File: config.mk
export PLATFORM = sky130hd
export DESIGN_NAME = cfs_apb_master
export DESIGN_NICKNAME = d
export VERILOG_FILES = /design/src/rtl/cfs_apb_pkg.sv /design/src/rtl/cfs_apb_master.sv
export SDC_FILE = /design/constraint.sdc
export NUM_CORES = 1
export LEC_CHECK = 0
export CORE_ASPECT_RATIO = 1.1
export CORE_MARGIN = 5
export CORE_UTILIZATION = 36
export DETAILED_ROUTE_END_ITERATION = 8
export GPL_TIMING_DRIVEN = 1
export PLACE_DENSITY_LB_ADDON = 0.2
export SLEW_MARGIN = 20
export SYNTH_ARGS = -nofsm -noshare
export SYNTH_HDL_FRONTEND = slang
export SYNTH_SLANG_ARGS = --single-unit
export TNS_END_PERCENT = 10
File: constraint.sdc
create_clock -name pclk -period 1.4 [get_ports pclk]
set_input_delay 0.28 -clock pclk [delete_from_list [all_inputs] [get_ports pclk]]
set_output_delay 0.28 -clock pclk [all_outputs]
set_load 0.1 [all_outputs]
File: src/rtl/cfs_apb_pkg.sv
// Shared types for the APB initiator that fronts the Aligner register port.
package cfs_apb_pkg;

  localparam int APB_DATA_WIDTH = 32;
  localparam int APB_ADDR_MAX   = 32;

  typedef enum logic [1:0] {IDLE, SETUP, ACCESS, RESP} apb_mst_state_t;

  // Address is carried at full width; the master keeps only APB_ADDR_WIDTH bits.
  typedef struct packed {
    logic                      write;
    logic [APB_ADDR_MAX-1:0]   addr;
    logic [APB_DATA_WIDTH-1:0] wdata;
  } apb_cmd_t;

  typedef struct packed {
    logic [APB_DATA_WIDTH-1:0] rdata;
    logic                      err;
  } apb_rsp_t;

endpackage

File: src/rtl/cfs_apb_master.sv
// Single-beat APB initiator: valid/ready command in, SETUP+ACCESS on APB, valid/ready response out.
// Optional ACCESS wait-state timeout is enabled by defining CFS_APB_MASTER_TIMEOUT_EN.
module cfs_apb_master
  import cfs_apb_pkg::*;
#(
  parameter int APB_ADDR_WIDTH = 16,
  parameter int TIMEOUT_CYCLES = 16
) (
  input  logic                      pclk,
  input  logic                      presetn,
  input  logic                      cmd_valid,
  output logic                      cmd_ready,
  input  logic                      cmd_write,
  input  logic [APB_ADDR_WIDTH-1:0] cmd_addr,
  input  logic [APB_DATA_WIDTH-1:0] cmd_wdata,
  output logic                      rsp_valid,
  input  logic                      rsp_ready,
  output logic [APB_DATA_WIDTH-1:0] rsp_rdata,
  output logic                      rsp_err,
  output logic                      psel,
  output logic                      penable,
  output logic                      pwrite,
  output logic [APB_ADDR_WIDTH-1:0] paddr,
  output logic [APB_DATA_WIDTH-1:0] pwdata,
  input  logic                      pready,
  input  logic                      pslverr,
  input  logic [APB_DATA_WIDTH-1:0] prdata
);

  apb_mst_state_t state_q, state_d;
  apb_cmd_t       cmd;
  apb_rsp_t       rsp_q;
  logic           timeout;
  logic           acc_done;
  logic           unused_addr;

  assign cmd = '{write: cmd_write, addr: APB_ADDR_MAX'(cmd_addr), wdata: cmd_wdata};
  assign unused_addr = ^(cmd.addr >> APB_ADDR_WIDTH);

`ifdef CFS_APB_MASTER_TIMEOUT_EN
  localparam int TW = $clog2(TIMEOUT_CYCLES + 1);
  logic [TW-1:0] to_cnt;

  // Abort on the cycle that would be the TIMEOUT_CYCLES-th stalled ACCESS cycle.
  assign timeout = (state_q == ACCESS) && !pready && (to_cnt == TW'(TIMEOUT_CYCLES - 1));

  always_ff @(posedge pclk or negedge presetn) begin
    if (!presetn)                           to_cnt <= '0;
    else if (state_q == SETUP)              to_cnt <= '0;
    else if (state_q == ACCESS && !pready)  to_cnt <= to_cnt + 1'b1;
  end
`else
  assign timeout = 1'b0;
`endif

  assign acc_done = (state_q == ACCESS) && (pready || timeout);

  always_ff @(posedge pclk or negedge presetn) begin
    if (!presetn) state_q <= IDLE;
    else          state_q <= state_d;
  end

  always_comb begin
    state_d = state_q;
    case (state_q)
      IDLE:    if (cmd_valid) state_d = SETUP;
      SETUP:   state_d = ACCESS;
      ACCESS:  if (acc_done)  state_d = RESP;
      RESP:    if (rsp_ready) state_d = IDLE;
      default: state_d = IDLE;
    endcase
  end

  always_comb begin
    cmd_ready = (state_q == IDLE);
  end

  // APB and response outputs are all registered; they change only with the state.
  always_ff @(posedge pclk or negedge presetn) begin
    if (!presetn) begin
      psel      <= 1'b0;
      penable   <= 1'b0;
      pwrite    <= 1'b0;
      paddr     <= '0;
      pwdata    <= '0;
      rsp_valid <= 1'b0;
      rsp_q     <= '0;
    end else begin
      case (state_q)
        IDLE: if (cmd_valid) begin
          psel   <= 1'b1;
          pwrite <= cmd.write;
          paddr  <= cmd.addr[APB_ADDR_WIDTH-1:0] & ~APB_ADDR_WIDTH'(3);
          pwdata <= cmd.write ? cmd.wdata : '0;
        end
        SETUP: penable <= 1'b1;
        ACCESS: if (acc_done) begin
          psel        <= 1'b0;
          penable     <= 1'b0;
          rsp_valid   <= 1'b1;
          rsp_q.err   <= pready ? pslverr : 1'b1;
          rsp_q.rdata <= (pready && !pwrite && !pslverr) ? prdata : '0;
        end
        RESP: if (rsp_ready) rsp_valid <= 1'b0;
        default: ;
      endcase
    end
  end

  assign rsp_rdata = rsp_q.rdata;
  assign rsp_err   = rsp_q.err;

endmodule

==> results.ini, run 1 <==
[worst_setup_path]
crit_path_start_kind=flop
cp_slowest_stage_delay_ns=0.41
startpoint=state_q[1]$_DFFE_PN0P_
path_max_fanout=2
cp.arrival_ns=1.25
path_class=reg2out
r2r_start=state_q[1]$_DFFE_PN0P_
end_kind=output pin
reg2reg_slack_ns=-0.13
crit_chain=inv_2 -> ha_4 -> buf_6 -> buf_12
worstPathRequired_ns=1.12
slowest_stage=dfrtp_1

[place]
port_buffers=168
hpwl_um=7300
placed_area_um2=6140
gp_congestion=0.773
post-place-ws_ns=-0.264
placed_cells=562

[timing]
setup_slack_ns=-0.126
hold_viol=0
skew_ns=0.00843
setup_violations=44
max_freq_ghz=0.655
drv_slew=0
rsz0062_at_grt=true
tns_ns=-2.66
fin_crit_sh_pct=109
finalCriticalPeriod_ns=1.53

[synth]
yosysTopAreaCellShare_pct=63.8
synth.area.top_cells=dfrtp_1, a22o_1, nand2_1
synth_edf_count=0
syn_inst=279
yosys_warnings=0
yosys-top-cells-count=dfrtp_1, nand2_1, a22o_1
yosysTopAreaCell=dfrtp_1
ys_types=23
synth-async-reset-ratio_pct=100
ys_seq_elements=85
seq_area_frac_synth_pct=63.8
syn_avg_cell_area_um2=11.9
synthFlopType=dfrtp_1
syn_area_um2=3330
yosysMostFrequentCell=dfrtp_1

[routing]
wl_per_cell_um=16.4
ant_nets=0
drt-total-wl_um=9720
remaining_drc_errors=0
dr_total_vias=2825
drt_iter0_markers=59
dr.pass1.iters=4
viasPerCell=4.76

[clock_tree]
clk_pin_slew_ns=0.08
cts_tree=built
clock_path_buffers=2
htreeDepth=3
clock_latency_ns=0.35
cts_root_buf=clkbuf_8
clock_sinks=85
cts_buffers=9

[run]
drv_cap=0

[min_path]
hold_class=in2reg
hold_start=cmd_wdata[3]

[grt]
grt.busiest_layer=met2
grt_pass1_vias=2908
grt.met3_usage_pct=10.0
grt_use_met2_pct=27.4
grt_pass1_wl_um=15100
grt_max_degree=86
grt_overflow=0
track_usage_pct=17.2
met1_usage_pct=19.9
antenna_found_initial=0

[finish]
fin_area_um2=6600
instances_no_fill=593
layout-drive-gt1-share_pct=34.2
fillers=619
area_growth_pct=98.1
antenna-diode-count=0
final_nets=567

[floorplanning]
dieArea_um2=11300
ios=173
chipHeight_um=111
num_rows=36
core_um2=8960
die_w_um=102
start_util_pct=37.2

[outcome]
violations=negative setup slack
status=finished, violations left

==> per-layer routing <==
metal / part of all wire (%) / vias to the layer above
met3: 13 / 7
met4: 1.0 / 0
met5: 0 / -
met2: 47 / 128
li1: - / 1341
met1: 38 / 1349
==> placed cells by master (no fill, tap or decap), types with 3 or more instances in the layout <==
cell	synthesis	layout
clkdlybuf4s50_1	0	83
mux2_2	16	16
ha_1	6	3
buf_6	3	7
a22o_1	33	33
o21ai_1	5	20
clkbuf_8	0	11
nand2_1	67	66
dfrtp_1	85	85
buf_12	0	90
o21ai_0	29	14
mux2i_1	3	3
inv_2	1	3
buf_4	2	20
ha_4	0	3
==> registers in the layout, indices dropped and copies added, names as in the netlist <==
register and flops:
penable 1, state_q 2, rsp_valid 1, paddr 14, rsp_rdata 32, pwdata 32, rsp_err 1, psel 1
pwrite 1
==> stage by stage <==
step	util, %	hold slack (ns)
after floorplan	-	-0.0156
after global placement	68.5	0.354
after detailed placement	68.5	0.360
after CTS	72.7	0.444
after global routing	73.7	0.450
final	73.7	0.467
==> critical path: cells and delay by family (launching register included) <==
family                   cells  cell delay (ns)
buffers and inverters        3             0.35
flip-flops                   1             0.41
adder cells (fa/ha/maj)      1             0.14
==> cell families after synthesis <==
| kind of cell | share of synthesized area [%] |
|---|---|
| DFF | 63.8 |
| and+or+nand+nor | 8.82 |
| AOI/OAI and AO/OA | 14.5 |
| buffers and inverters | 3.90 |
| muxes | 6.64 |
| adders and majority gates | 2.25 |
| other | 0.113 |
==> final timing paths <==
path / endpoint / cells past startpoint
setup / recovery: cmd_ready / 4
hold / removal: pwdata[3]$_DFFE_PN0P_ / 3
setup reg to reg: state_q[1]$_DFFE_PN0P_ / 6
hold reg to reg: pwdata[15]$_DFFE_PN0P_ / 2
max in group asynchronous: pwdata[16]$_DFFE_PN0P_ / 3
min in group asynchronous: rsp_rdata[18]$_DFFE_PN0P_ / 3
==> layout make-up <==
cell class                      count  area [um^2]  area share (%)
Timing Repair Buffer              203         2920            44.3
Sequential cell                    85         2130            32.2
Multi-Input combinational cell    170         1160            17.5
Clock buffer                       11          151            2.29
Tap cell                          114          143            2.16
Clock inverter                      5         82.6            1.25
Inverter                            5         18.8           0.284
==> what timing repair did <==
| action | 4_1_cts | 5_1_grt |
|---|---|---|
| gates cloned | 1 | 1 |
| endpoints found under the hold margin | 85 | 0 |
| pin swaps | 6 | 4 |
| setup endpoints to repair | 37 | 83 |
| setup buffers | 8 | 4 |
| gates resized for setup | 14 | 14 |
| hold buffers | 1 | 0 |
Power of run 1 is not shown: default switching activity piles up to over one toggle a cycle in this logic, so the estimate is an artifact.
==> run 2, diff against run 1 <==
- HOLD_SLACK_MARGIN: default -> 0.05
==> results of run 2 <==
The final DEF is identical to that of run 1; final timing and power are the same.
Power of run 2 is left out for the same reason.
